==> src/rtl/fp_mult_unpack.sv <==
// fp_mult_unpack: two-stage valid/ready front end of an FP32 multiplier.
// Stage 1 splits both operands into fields and classifies them. Stage 2
// unbiases exponents, builds significands and selects the special result.
// Optional feature macro: FP_DENORM_EN (keep subnormals; default flushes them to zero).
module fp_mult_unpack (
   input  logic        clk,
   input  logic        rst_n,
   input  logic        in_valid,
   output logic        in_ready,
   input  logic [31:0] a,
   input  logic [31:0] b,
   input  logic [2:0]  round,
   output logic        out_valid,
   input  logic        out_ready,
   output logic        sign_z,
   output logic [9:0]  exp_a,
   output logic [9:0]  exp_b,
   output logic [23:0] mant_a,
   output logic [23:0] mant_b,
   output logic [3:0]  class_a,
   output logic [3:0]  class_b,
   output logic        special,
   output logic [31:0] z_special,
   output logic [7:0]  status_special,
   output logic [2:0]  round_o
);

   localparam int unsigned EF_W   = 8;
   localparam int unsigned FRAC_W = 23;
   localparam int unsigned EXP_W  = 10;
   localparam int unsigned MANT_W = 24;
   localparam int unsigned CLS_W  = 4;

   localparam logic [CLS_W-1:0] CLS_NAN  = 4'b1000;
   localparam logic [CLS_W-1:0] CLS_INF  = 4'b0100;
   localparam logic [CLS_W-1:0] CLS_ZERO = 4'b0010;
   localparam logic [CLS_W-1:0] CLS_NORM = 4'b0001;

   localparam logic [EXP_W-1:0] BIAS     = 10'd127;
   localparam logic [31:0]      QNAN     = 32'h7FC0_0000;

   // Classify one operand from its raw exponent and fraction fields.
   function automatic logic [CLS_W-1:0] classify(input logic [EF_W-1:0] e,
                                                 input logic [FRAC_W-1:0] f);
      logic [CLS_W-1:0] c;
      c = CLS_NORM;
      if (e == 8'hFF) begin
         c = (f != '0) ? CLS_NAN : CLS_INF;
      end else if (e == 8'h00) begin
`ifdef FP_DENORM_EN
         c = (f != '0) ? CLS_NORM : CLS_ZERO;
`else
         c = CLS_ZERO;
`endif
      end
      return c;
   endfunction

`ifdef FP_DENORM_EN
   localparam logic [EXP_W-1:0] EXP_MIN = 10'h382;  // -126

   // Leading-zero count of a 24-bit vector.
   function automatic logic [4:0] lzc24(input logic [MANT_W-1:0] v);
      logic [4:0] n;
      logic       found;
      n     = '0;
      found = 1'b0;
      for (int i = MANT_W - 1; i >= 0; i--) begin
         if (!found) begin
            if (v[i]) found = 1'b1;
            else      n = n + 5'd1;
         end
      end
      return n;
   endfunction
`endif

   // Unbiased exponent and significand (hidden bit at 23) for one operand.
   function automatic logic [EXP_W+MANT_W-1:0] unpack(input logic [EF_W-1:0]   e,
                                                      input logic [FRAC_W-1:0] f,
                                                      input logic [CLS_W-1:0]  c);
      logic [EXP_W-1:0]  ex;
      logic [MANT_W-1:0] m;
`ifdef FP_DENORM_EN
      logic [4:0]        lz;
      lz = '0;
`endif
      ex = '0;
      m  = '0;
      if (c == CLS_NORM) begin
         ex = {2'b00, e} - BIAS;
         m  = {1'b1, f};
`ifdef FP_DENORM_EN
         // Subnormal: shift the fraction up to bit 23, keeping the value exact.
         if (e == 8'h00) begin
            lz = lzc24({1'b0, f});
            m  = {1'b0, f} << lz;
            ex = EXP_MIN - {5'd0, lz};
         end
`endif
      end
      return {ex, m};
   endfunction

   logic                s1_valid;
   logic                s1_sign;
   logic [EF_W-1:0]     s1_ea, s1_eb;
   logic [FRAC_W-1:0]   s1_fa, s1_fb;
   logic [CLS_W-1:0]    s1_ca, s1_cb;
   logic [2:0]          s1_round;

   logic                s2_adv;
   logic [EXP_W-1:0]    nx_exp_a, nx_exp_b;
   logic [MANT_W-1:0]   nx_mant_a, nx_mant_b;
   logic                nx_special;
   logic [31:0]         nx_z;
   logic [7:0]          nx_status;
   logic                any_nan, any_inf, any_zero;

   // Stage 2 can load when empty or when its result leaves this cycle.
   assign s2_adv   = !out_valid || out_ready;
   assign in_ready = !s1_valid || s2_adv;

   // Stage 1: capture fields and classification on each input transfer.
   always_ff @(posedge clk) begin
      if (!rst_n) begin
         s1_valid <= 1'b0;
         s1_sign  <= 1'b0;
         s1_ea    <= '0;
         s1_eb    <= '0;
         s1_fa    <= '0;
         s1_fb    <= '0;
         s1_ca    <= '0;
         s1_cb    <= '0;
         s1_round <= '0;
      end else if (in_ready) begin
         s1_valid <= in_valid;
         if (in_valid) begin
            s1_sign  <= a[31] ^ b[31];
            s1_ea    <= a[30:23];
            s1_eb    <= b[30:23];
            s1_fa    <= a[22:0];
            s1_fb    <= b[22:0];
            s1_ca    <= classify(a[30:23], a[22:0]);
            s1_cb    <= classify(b[30:23], b[22:0]);
            s1_round <= round;
         end
      end
   end

   // Stage 2 combinational: operand unpack and special-value priority select.
   always_comb begin
      nx_special = 1'b0;
      nx_z       = '0;
      nx_status  = '0;
      {nx_exp_a, nx_mant_a} = unpack(s1_ea, s1_fa, s1_ca);
      {nx_exp_b, nx_mant_b} = unpack(s1_eb, s1_fb, s1_cb);
      any_nan  = s1_ca[3] | s1_cb[3];
      any_inf  = s1_ca[2] | s1_cb[2];
      any_zero = s1_ca[1] | s1_cb[1];
      if (any_nan || (any_inf && any_zero)) begin
         nx_special = 1'b1;
         nx_z       = QNAN;
         nx_status  = 8'h04;
      end else if (any_inf) begin
         nx_special = 1'b1;
         nx_z       = {s1_sign, 8'hFF, 23'd0};
         nx_status  = 8'h02;
      end else if (any_zero) begin
         nx_special = 1'b1;
         nx_z       = {s1_sign, 31'd0};
         nx_status  = 8'h01;
      end
   end

   // Stage 2 register: output holding register, stalls under backpressure.
   always_ff @(posedge clk) begin
      if (!rst_n) begin
         out_valid      <= 1'b0;
         sign_z         <= 1'b0;
         exp_a          <= '0;
         exp_b          <= '0;
         mant_a         <= '0;
         mant_b         <= '0;
         class_a        <= '0;
         class_b        <= '0;
         special        <= 1'b0;
         z_special      <= '0;
         status_special <= '0;
         round_o        <= '0;
      end else if (s2_adv) begin
         out_valid <= s1_valid;
         if (s1_valid) begin
            sign_z         <= s1_sign;
            exp_a          <= nx_exp_a;
            exp_b          <= nx_exp_b;
            mant_a         <= nx_mant_a;
            mant_b         <= nx_mant_b;
            class_a        <= s1_ca;
            class_b        <= s1_cb;
            special        <= nx_special;
            z_special      <= nx_z;
            status_special <= nx_status;
            round_o        <= s1_round;
         end
      end
   end

endmodule

==> config.mk <==
export PLATFORM = sky130hd
export DESIGN_NAME = fp_mult_unpack
export DESIGN_NICKNAME = d
export VERILOG_FILES = /design/src/rtl/fp_mult_unpack.sv
export SDC_FILE = /design/constraint.sdc
export NUM_CORES = 1
export LEC_CHECK = 0
export CORE_MARGIN = 1.5
export CORE_UTILIZATION = 45
export CTS_CLUSTER_DIAMETER = 150
export DETAILED_ROUTE_END_ITERATION = 8
export GPL_TIMING_DRIVEN = 0
export PLACE_DENSITY = 0.86
export SYNTH_ARGS = -nofsm -noshare
export SYNTH_HDL_FRONTEND = slang
export SYNTH_SLANG_ARGS = --single-unit
==> constraint.sdc <==
create_clock -name clk -period 2 [get_ports clk]
set_clock_uncertainty 0.1 [all_clocks]
set_input_delay 0.2 -clock clk [delete_from_list [all_inputs] [get_ports clk]]
set_output_delay 0.2 -clock clk [all_outputs]
set_load 0.02 [all_outputs]
# Word level (Yosys, flattened, before mapping)

Cells that the tools add are included.

Flip-flop bits (word level): 197
Input bits: 71
Output and inout bits: 123

Add/sub/neg operators: 2
Equality and inequality tests: 4
Muxes and demuxes: 19
Bitwise operators: 4
Reduce and logical (&&, ||, !) cells: 12

Operator list:

| operator              | count |
|---|---|
| $mux W32              | 3 |
| $mux W24              | 2 |
| $reduce_bool A23 Y1   | 2 |
| $mux W10              | 2 |
| $sub A8 B7 Y9 const B | 2 |
| $eq A8 B8 Y1 const B  | 2 |
| $logic_not A8 Y1      | 2 |
| $mux W4               | 4 |
| $eq A4 B1 Y1 const B  | 2 |
| $mux W2               | 3 |
| $mux W1               | 4 |
| $reduce_and A2 Y1     | 2 |
| $logic_or A1 B1 Y1    | 3 |
| $mux W3               | 1 |
| $or A1 B1 Y1          | 3 |
| $logic_not A1 Y1      | 2 |
| $logic_and A1 B1 Y1   | 1 |
| $xor A1 B1 Y1         | 1 |

# Longest topological paths before layout

Gate-level depths: netlist of run 1.

Depth in word-level cells: 4
Depth in mapped cells: 6

# Worst setup path after synthesis of run 1

Ideal clock, no wire load.

Kind: register to register
From: register out_valid
To: register s1_ea[2]
Library setup time: 0.076 ns
Arrival time: 1.419 ns
Data required time: 1.824 ns
Setup slack: 0.406 ns
Cell stages (with the launch flop): 7
Path through: dfxtp_1 > nand3b_1 > nand2_1 > buf_2 > buf_2 > nand2_1 > a21boi_0

Cells in the longest elaborated chain, start to end: 4

Ends and longest elaborated chain:

| what                        | RTL line | source |
|---|---|---|
| from (decl)                 | 13       | `output logic out_valid,` |
| from (signal assigned)      | 192      | `out_valid <= s1_valid;` |
| $logic_not A1 Y1            | 121      | `assign s2_adv = !out_valid \|\| out_ready;` |
| $logic_or A1 B1 Y1          | 121      |  |
| $logic_or A1 B1 Y1          | 122      | `assign in_ready = !s1_valid \|\| s2_adv;` |
| via in_ready                | 9        | `output logic in_ready,` |
| $reduce_and A2 Y1 (no line) | -        |  |
| to (signal assigned)        | 140      | `s1_ea <= a[30:23];` |
| to (decl)                   | 107      | `logic [EF_W-1:0] s1_ea, s1_eb;` |

The timed path passes the listed nets, and every way through them passes these cells.
A chain may end at the register's enable or synchronous reset.

# Worst setup path in the final report of run 1

From: register s1_valid
To: output port in_ready

Cells in the longest elaborated chain, start to end: 2

Ends and longest elaborated chain:

| what                   | RTL line | source |
|---|---|---|
| from (decl)            | 105      | `logic s1_valid;` |
| from (signal assigned) | 137      | `s1_valid <= in_valid;` |
| $logic_not A1 Y1       | 122      |  |
| $logic_or A1 B1 Y1     | 122      |  |
| to (decl)              | 9        |  |

No other way between the ends.

==> results of run 1 <==
-- cells in the final DEF, fill, tap and decap left out, types with 2 or more instances in the layout --
cell and n:
nand2_1 174, clkdlybuf4s50_1 165, dfxtp_1 159, a21boi_0 86, nor2b_1 62, a22oi_1 54
buf_4 40, clkbuf_1 27, conb_1 27, nand3_1 19, buf_2 18, clkbuf_16 17
nor4_1 12, nor2_1 12, nand4_1 10, xor2_1 7, o21ai_0 6, xnor2_1 5
a21oi_1 5, o31ai_1 4, or4_1 4, or3_1 4, bufinv_16 4, clkinvlp_4 4
inv_1 3, a32oi_1 3, buf_6 3, clkbuf_8 3, nor3_1 2, and4_1 2
or4b_4 2, o21ai_1 2, and3_1 2, o211a_1 2, ha_1 2
-- per-layer routing --
metal,GRT usage (%),vias up,routed length (µm)
met5,0,-,0
met1,30.6,2831,7760
li1,-,2904,-
met3,5.86,27,1440
met4,9.87,0,341
met2,39.3,232,8710
-- logic make-up (layout without fill, tap and decap cells) --
logic type      after synthesis  count (layout)  synth area share [%]
buf+inv                      90             287                  8.08
flops                       160             160                  48.6
fa+ha+maj                     2               2                 0.379
other cells                   1              27                0.0569
simple gates                311             311                  22.7
compound gates              166             166                  18.6
xor+xnor                     12              12                  1.59
-- power breakdown --
part,switching (W),total (W),internal (W)
Sequential,0.0000800,0.00337,0.00329
Clock,0.00126,0.00345,0.00219
Combinational,0.000423,0.000802,0.000379
-- flip-flops by register name, summed over array words and instances, names as in the netlist --
signal          cells
z_special           3
class_a             4
s1_ca               4
s1_eb               8
status_special      2
s1_sign             1
s1_fa              23
special             1
s1_valid            1
round_o             3
mant_b             24
s1_fb              23
mant_a             24
out_valid           1
class_b             4
s1_round            3
exp_a               9
s1_ea               8
s1_cb               4
exp_b               9
sign_z              1
-- cell usage after synthesis (all sizes together) (5+ instances only) --
cell type	instances	area (µm²)
nor4	12	75.1
a22oi	54	405
xor2	7	61.3
buf	62	428
dfxtp	160	3200
a21oi	6	33.8
nand3	19	95.1
nor2	12	45.0
xnor2	5	43.8
nand2	174	653
clkbuf	25	93.8
nor2b	62	388
nand4	10	62.6
a21boi	86	646
o21ai	8	40.0
-- final timing paths --
kind                            end                    from  depth (start not counted)
max                        in_ready   s1_valid$_SDFFE_PN0P_                          2
min           exp_a[6]$_SDFFE_PN0P_                   rst_n                          3
max reg2reg   s1_cb[2]$_SDFFE_PN0P_  out_valid$_SDFFE_PN0P_                          6
min reg2reg  s1_fb[13]$_SDFFE_PN0P_  s1_fb[13]$_SDFFE_PN0P_                          2
-- area by class of cell --
type,instances,area [µm²]
Tap cell,184,230
Fill cell,1226,5210
Clock buffer,23,478
Multi-Input combinational cell,518,2960
Inverter,3,11.3
Clock inverter,9,155
Timing Repair Buffer,165,1650
Sequential cell,160,3200
Buffer,87,523
-- worst min-delay path, delay by kind of cell --
| family | cells | cell delay [ps] |
|---|---|---|
| AO/OA/AOI/OAI | 1 | 60 |
| buffers and inverters | 1 | 220 |
| AND/OR/NAND/NOR | 1 | 120 |
-- metrics by stage --
stage          worst slack, ps  utilization [%]  power, W  cells  area (µm²)
6_report                  76.4             63.9   0.00762   1149        9220
3_5_place_dp              -283             59.4   0.00423   1117        8570
5_1_grt                   10.4             63.9   0.00789   1149        9220
2_1_floorplan              406                -   0.00387    768        6690
3_3_place_gp              -225             59.4   0.00422   1117        8570
4_1_cts                   21.6             63.8   0.00765   1149        9210
-- what timing repair did --
item,in CTS,in global routing
endpoints found under the hold margin,0,0
buffers inserted,0,0
resized for setup,0,4
setup endpoints to repair,0,11
==> summary.md, run 1 <==
| Metric | Value |
|---|---|
| Final GP Congestion | 0.903 |
| Cell family with most CP delay | buffers and inverters |
| Buf/Inv on CP | 1 |
| Routed WL | 18.3 mm |
| Clock latency at the later pin of the worst-skew pair | 410 ps |
| Startpoint types | flip-flop |
| Total of warnings raised by yosys | 0 |
| Vias | 5994 |
| Crit path max fanout | 5 |
| I/O pin count | 194 |
| Layout cell share with drive strength beyond 1 | 10.1% |
| First-pass GRT wire length | 28.0 mm |
| Cts hold-fix bufs | 0 |
| CP Capture Type | output port |
| CP max-delay cell | clkdlybuf4s50_1 |
| Syn Inst Count | 742 |
| Routed Antenna Nets | 0 |
| WS Path Type | flip-flop to output port |
| Yosys reg bits | 160 |
| Slew of the pin with the lowest slew margin | 537 ps |
| Grt ovf | 0 |
| Bufs on Longest Clock Path | 2 |
| Syn_area_per_cell | 8.89 µm² |
| Power per cell area | 827 nW/µm² |
| Area growth syn-to-layout | 39.8% |
| Worst EP arrival | 1620 ps |
| Critical path data required time | 1700 ps |
| H-tree depth | 4 |
| Mapped cell area | 6590 µm² |
| TritonCTS clock tree | built |
| Cell Rows | 44 |
| Pin count of the biggest net entering global routing | 17 |
| Port Buffers | 165 |
| Die extent in y | 124 µm |
| Die X-Extent | 124 µm |
| All-Layer GR Usage | 24.1% |
| Netlist cell types | 41 |
| Vias/cell | 5.22 |
| Post-synth EDFFs | 0 |
| TNS Setup | 0 ps |
| Final setup viols | 0 |
| Vias in the first global route | 5538 |
| Initial Utilization | 45.7% |
| Diode count | 0 |
| HPWL after DPL | 13.3 mm |
| Slew headroom | 64.2% |
| 1st-pass router iterations | 4 |
| Clk Tree Root Cell | clkbuf_16 |
| Seq/Total Area, Yosys | 48.6% |
| CP max stage delay | 610 ps |
| Core area | 14400 µm² |
| Fmax | 520 MHz |
| Leakage | 3.37 nW |
| Fin nets | 1025 |
| HP Class | input port to flip-flop |
| Top_reg_cell synth | dfxtp_1 |
| Total die area | 15400 µm² |
| Async set-reset flop share out of synthesis | 0% |
| Initial antenna violation count | 0 |
| Clock Sinks | 160 |
| DRC | 0 |
| Final Slew Violations | 0 |
| RSZ-0062 raised after global routing | no |
| Max-cap violations | 0 |
| Fin. Hold Viols | 0 |
| CP cell instances | nand3b_1, clkdlybuf4s50_1 |
| DR WL/cell | 15.9 µm |
| FF-to-FF setup slack | 150 ps |
| Outcome | complete, no violations |
| VDD IR max | 0.000662 V |
| Fin crit period | 1920 ps |
| First-iteration detailed-routing DRC count | 383 |
| Clk slew on worst S/H paths | 60 ps |
| Final Cycle Share | 96.2% |
| Worst hold slack | 138 ps |
| CTS Buf Count | 17 |
Power figures use the tool's default switching activity.
==> run 2: changes to the inputs <==
- CELL_PAD_IN_SITES_DETAIL_PLACEMENT: unset -> 1
- CELL_PAD_IN_SITES_GLOBAL_PLACEMENT: unset -> 1
- CORE_UTILIZATION: 45 -> 35
- PLACE_DENSITY: 0.86 -> 0.89
==> summary.md, run 2 (synthesized netlist as in run 1, its figures left out) <==
| Metric | Value |
|---|---|
| Outcome | complete, no violations (unchanged) |
| Cts hold-fix bufs | 0 (unchanged) |
| Slew of the pin with the lowest slew margin | 601 ps (was 537 ps) |
| HPWL after DPL | 15.9 mm (was 13.3 mm) |
| Post-DP Area | 8640 µm² (was 8570 µm²) |
| Vias/cell | 5.04 (was 5.22) |
| Final GP Congestion | 0.834 (was 0.903) |
| CP Capture Type | output port (unchanged) |
| All-Layer GR Usage | 22.9% (was 24.1%) |
| Final worst slack | 111 ps (was 76.4 ps) |
| Fin nets | 1025 (unchanged) |
| Clk Tree Root Cell | clkbuf_16 (unchanged) |
| Routed WL | 22.1 mm (was 18.3 mm) |
| Startpoint types | flip-flop (unchanged) |
| Routed Antenna Nets | 0 (unchanged) |
| Area growth syn-to-layout | 41.9% (was 39.8%) |
| Layout cell share with drive strength beyond 1 | 10.1% (about the same) |
| Final setup viols | 0 (unchanged) |
| Grt ovf | 0 (unchanged) |
| TritonCTS clock tree | built (unchanged) |
| Largest regs | mant_a x24, mant_b x24 (unchanged) |
| Setup Buffers After CTS | 0 (unchanged) |
| Fin. Hold Viols | 0 (unchanged) |
| First-iteration detailed-routing DRC count | 322 (was 383) |
| CTS Buf Count | 17 (unchanged) |
| First-pass GRT wire length | 34.6 mm (was 28.0 mm) |
| Top sig layer | met4 (unchanged) |
| Power per cell area | 866 nW/µm² (was 827 nW/µm²) |
| Crit path max fanout | 9 (was 5) |
| H-tree depth | 4 (unchanged) |
| Metal1 wirelength | 9.23 mm (was 7.76 mm) |
| Clk slew on worst S/H paths | 70 ps (was 60 ps) |
| Clock latency at the later pin of the worst-skew pair | 430 ps (was 410 ps) |
| WS Path Type | flip-flop to output port (unchanged) |
| Wire length on met2 | 11.1 mm (was 8.71 mm) |
| Total die area | 19700 µm² (was 15400 µm²) |
| Most common cell after layout, fill and taps aside | nand2_1 (unchanged) |
| Most frequent cells in the layout | 174 x nand2_1, 164 x clkdlybuf4s50_1, 159 x dfxtp_1 (was 174 x nand2_1, 165 x clkdlybuf4s50_1, 159 x dfxtp_1) |
| Fmax | 529 MHz (was 520 MHz) |
| Vias | 6042 (was 5994) |
| Reg area | 3200 µm² (unchanged) |
| VDD IR max | 0.000670 V (was 0.000662 V) |
| Cell Rows | 50 (was 44) |
| Core area | 18600 µm² (was 14400 µm²) |
| 1st-pass router iterations | 4 (unchanged) |
| Die X-Extent | 140 µm (was 124 µm) |
| Critical path data required time | 1700 ps (about the same) |
| Initial Utilization | 35.5% (was 45.7%) |
| Die extent in y | 140 µm (was 124 µm) |
| Pre-CTS setup slack | -318 ps (was -283 ps) |
| Port Buffers | 165 (unchanged) |
| Max-cap violations | 0 (unchanged) |
| Met3 WL | 1.26 mm (was 1.44 mm) |
| RSZ-0062 raised after global routing | no (unchanged) |
| HP Class | input port to flip-flop (unchanged) |
| DRC | 0 (unchanged) |
| Multi-input gate area | 2960 µm² (unchanged) |
| Final Slew Violations | 0 (unchanged) |
| # fillers | 2138 (was 1226) |
| Leakage | 3.41 nW (was 3.37 nW) |
| I/O pin count | 194 (unchanged) |
| Initial antenna violation count | 0 (unchanged) |
| Bufs on Longest Clock Path | 2 (unchanged) |
| Worst EP arrival | 1590 ps (was 1620 ps) |
| Slew headroom | 60.0% (was 64.2%) |
| Final Cycle Share | 94.4% (was 96.2%) |
| Pin count of the biggest net entering global routing | 17 (unchanged) |
| Fin crit period | 1890 ps (was 1920 ps) |
| Final instance area | 9360 µm² (was 9220 µm²) |
| Clock Sinks | 160 (unchanged) |
| Vias in the first global route | 6411 (was 5538) |
| DR WL/cell | 18.4 µm (was 15.9 µm) |
## run 2: cell count changes in the layout (fill, tap and decap cells not counted), sizes merged
cell,delta
clkinv,+1
clkinvlp,-4
buf,-1
dlymetal6s2s,+1
bufinv,+3
diode,+1
clkdlybuf4s50,-1
## run 2: timing repair
| item | CTS | global route |
|---|---|---|
| setup endpoints to repair | 5 | 3 |
| pin swaps | 0 | 0 |
| resized for setup | 2 | 4 |
## run 2: metrics by stage
| stage | hold WS, ps | setup TNS [ps] | util, % | instances | total power (W) |
|---|---|---|---|---|---|
| after floorplan | 245 | 0 | - | 768 | 0.00387 |
| after global placement | 346 | -19410 | 46.5 | 1167 | 0.00423 |
| after detailed placement | 356 | -29340 | 46.5 | 1167 | 0.00426 |
| after CTS | 136 | 0 | 50.3 | 1198 | 0.00814 |
| after global routing | 190 | 0 | 50.3 | 1198 | 0.00835 |
| final | 130 | 0 | 50.4 | 1199 | 0.00810 |
## run 2: metal layers
layer  vias up  GRT usage [%]
li1       2898              -
met1      2943           27.1
met2       171           40.4
met3        30           5.06
met4         0           9.03
met5         -              0
## run 2: power by group
group | switching [W] | internal [W] | total [W]
Clock | 0.00133 | 0.00257 | 0.00390
Combinational | 0.000447 | 0.000380 | 0.000828
Sequential | 0.0000820 | 0.00329 | 0.00337
Total | 0.00186 | 0.00624 | 0.00810
## run 2: final timing paths
kind	from	end	slack (ps)	cells past startpoint
min reg2reg	z_special[31]$_SDFFE_PN0P_	z_special[31]$_SDFFE_PN0P_	360	2
max reg2reg	s1_ca[2]$_SDFFE_PN0P_	mant_a[6]$_SDFFE_PN0P_	130	5
min	rst_n	s1_fb[2]$_SDFFE_PN0P_	130	2
max	z_special[30]$_SDFFE_PN0P_	z_special[24]	110	2
## run 2: worst max-delay path, stage by stage (launching register included)
cell and delay, ps:
dfxtp_2 410, buf_4 140, clkdlybuf4s50_1 610
## run 2: cell type report
cell class / count / area share, %
Multi-Input combinational cell: 518 / 31.7
Inverter: 3 / 0.120
Tap cell: 234 / 3.13
Buffer: 87 / 5.62
Sequential cell: 160 / 34.3
Clock inverter: 9 / 2.43
Timing Repair Buffer: 165 / 17.7
Antenna cell: 1 / 0.0267
Clock buffer: 22 / 5.07
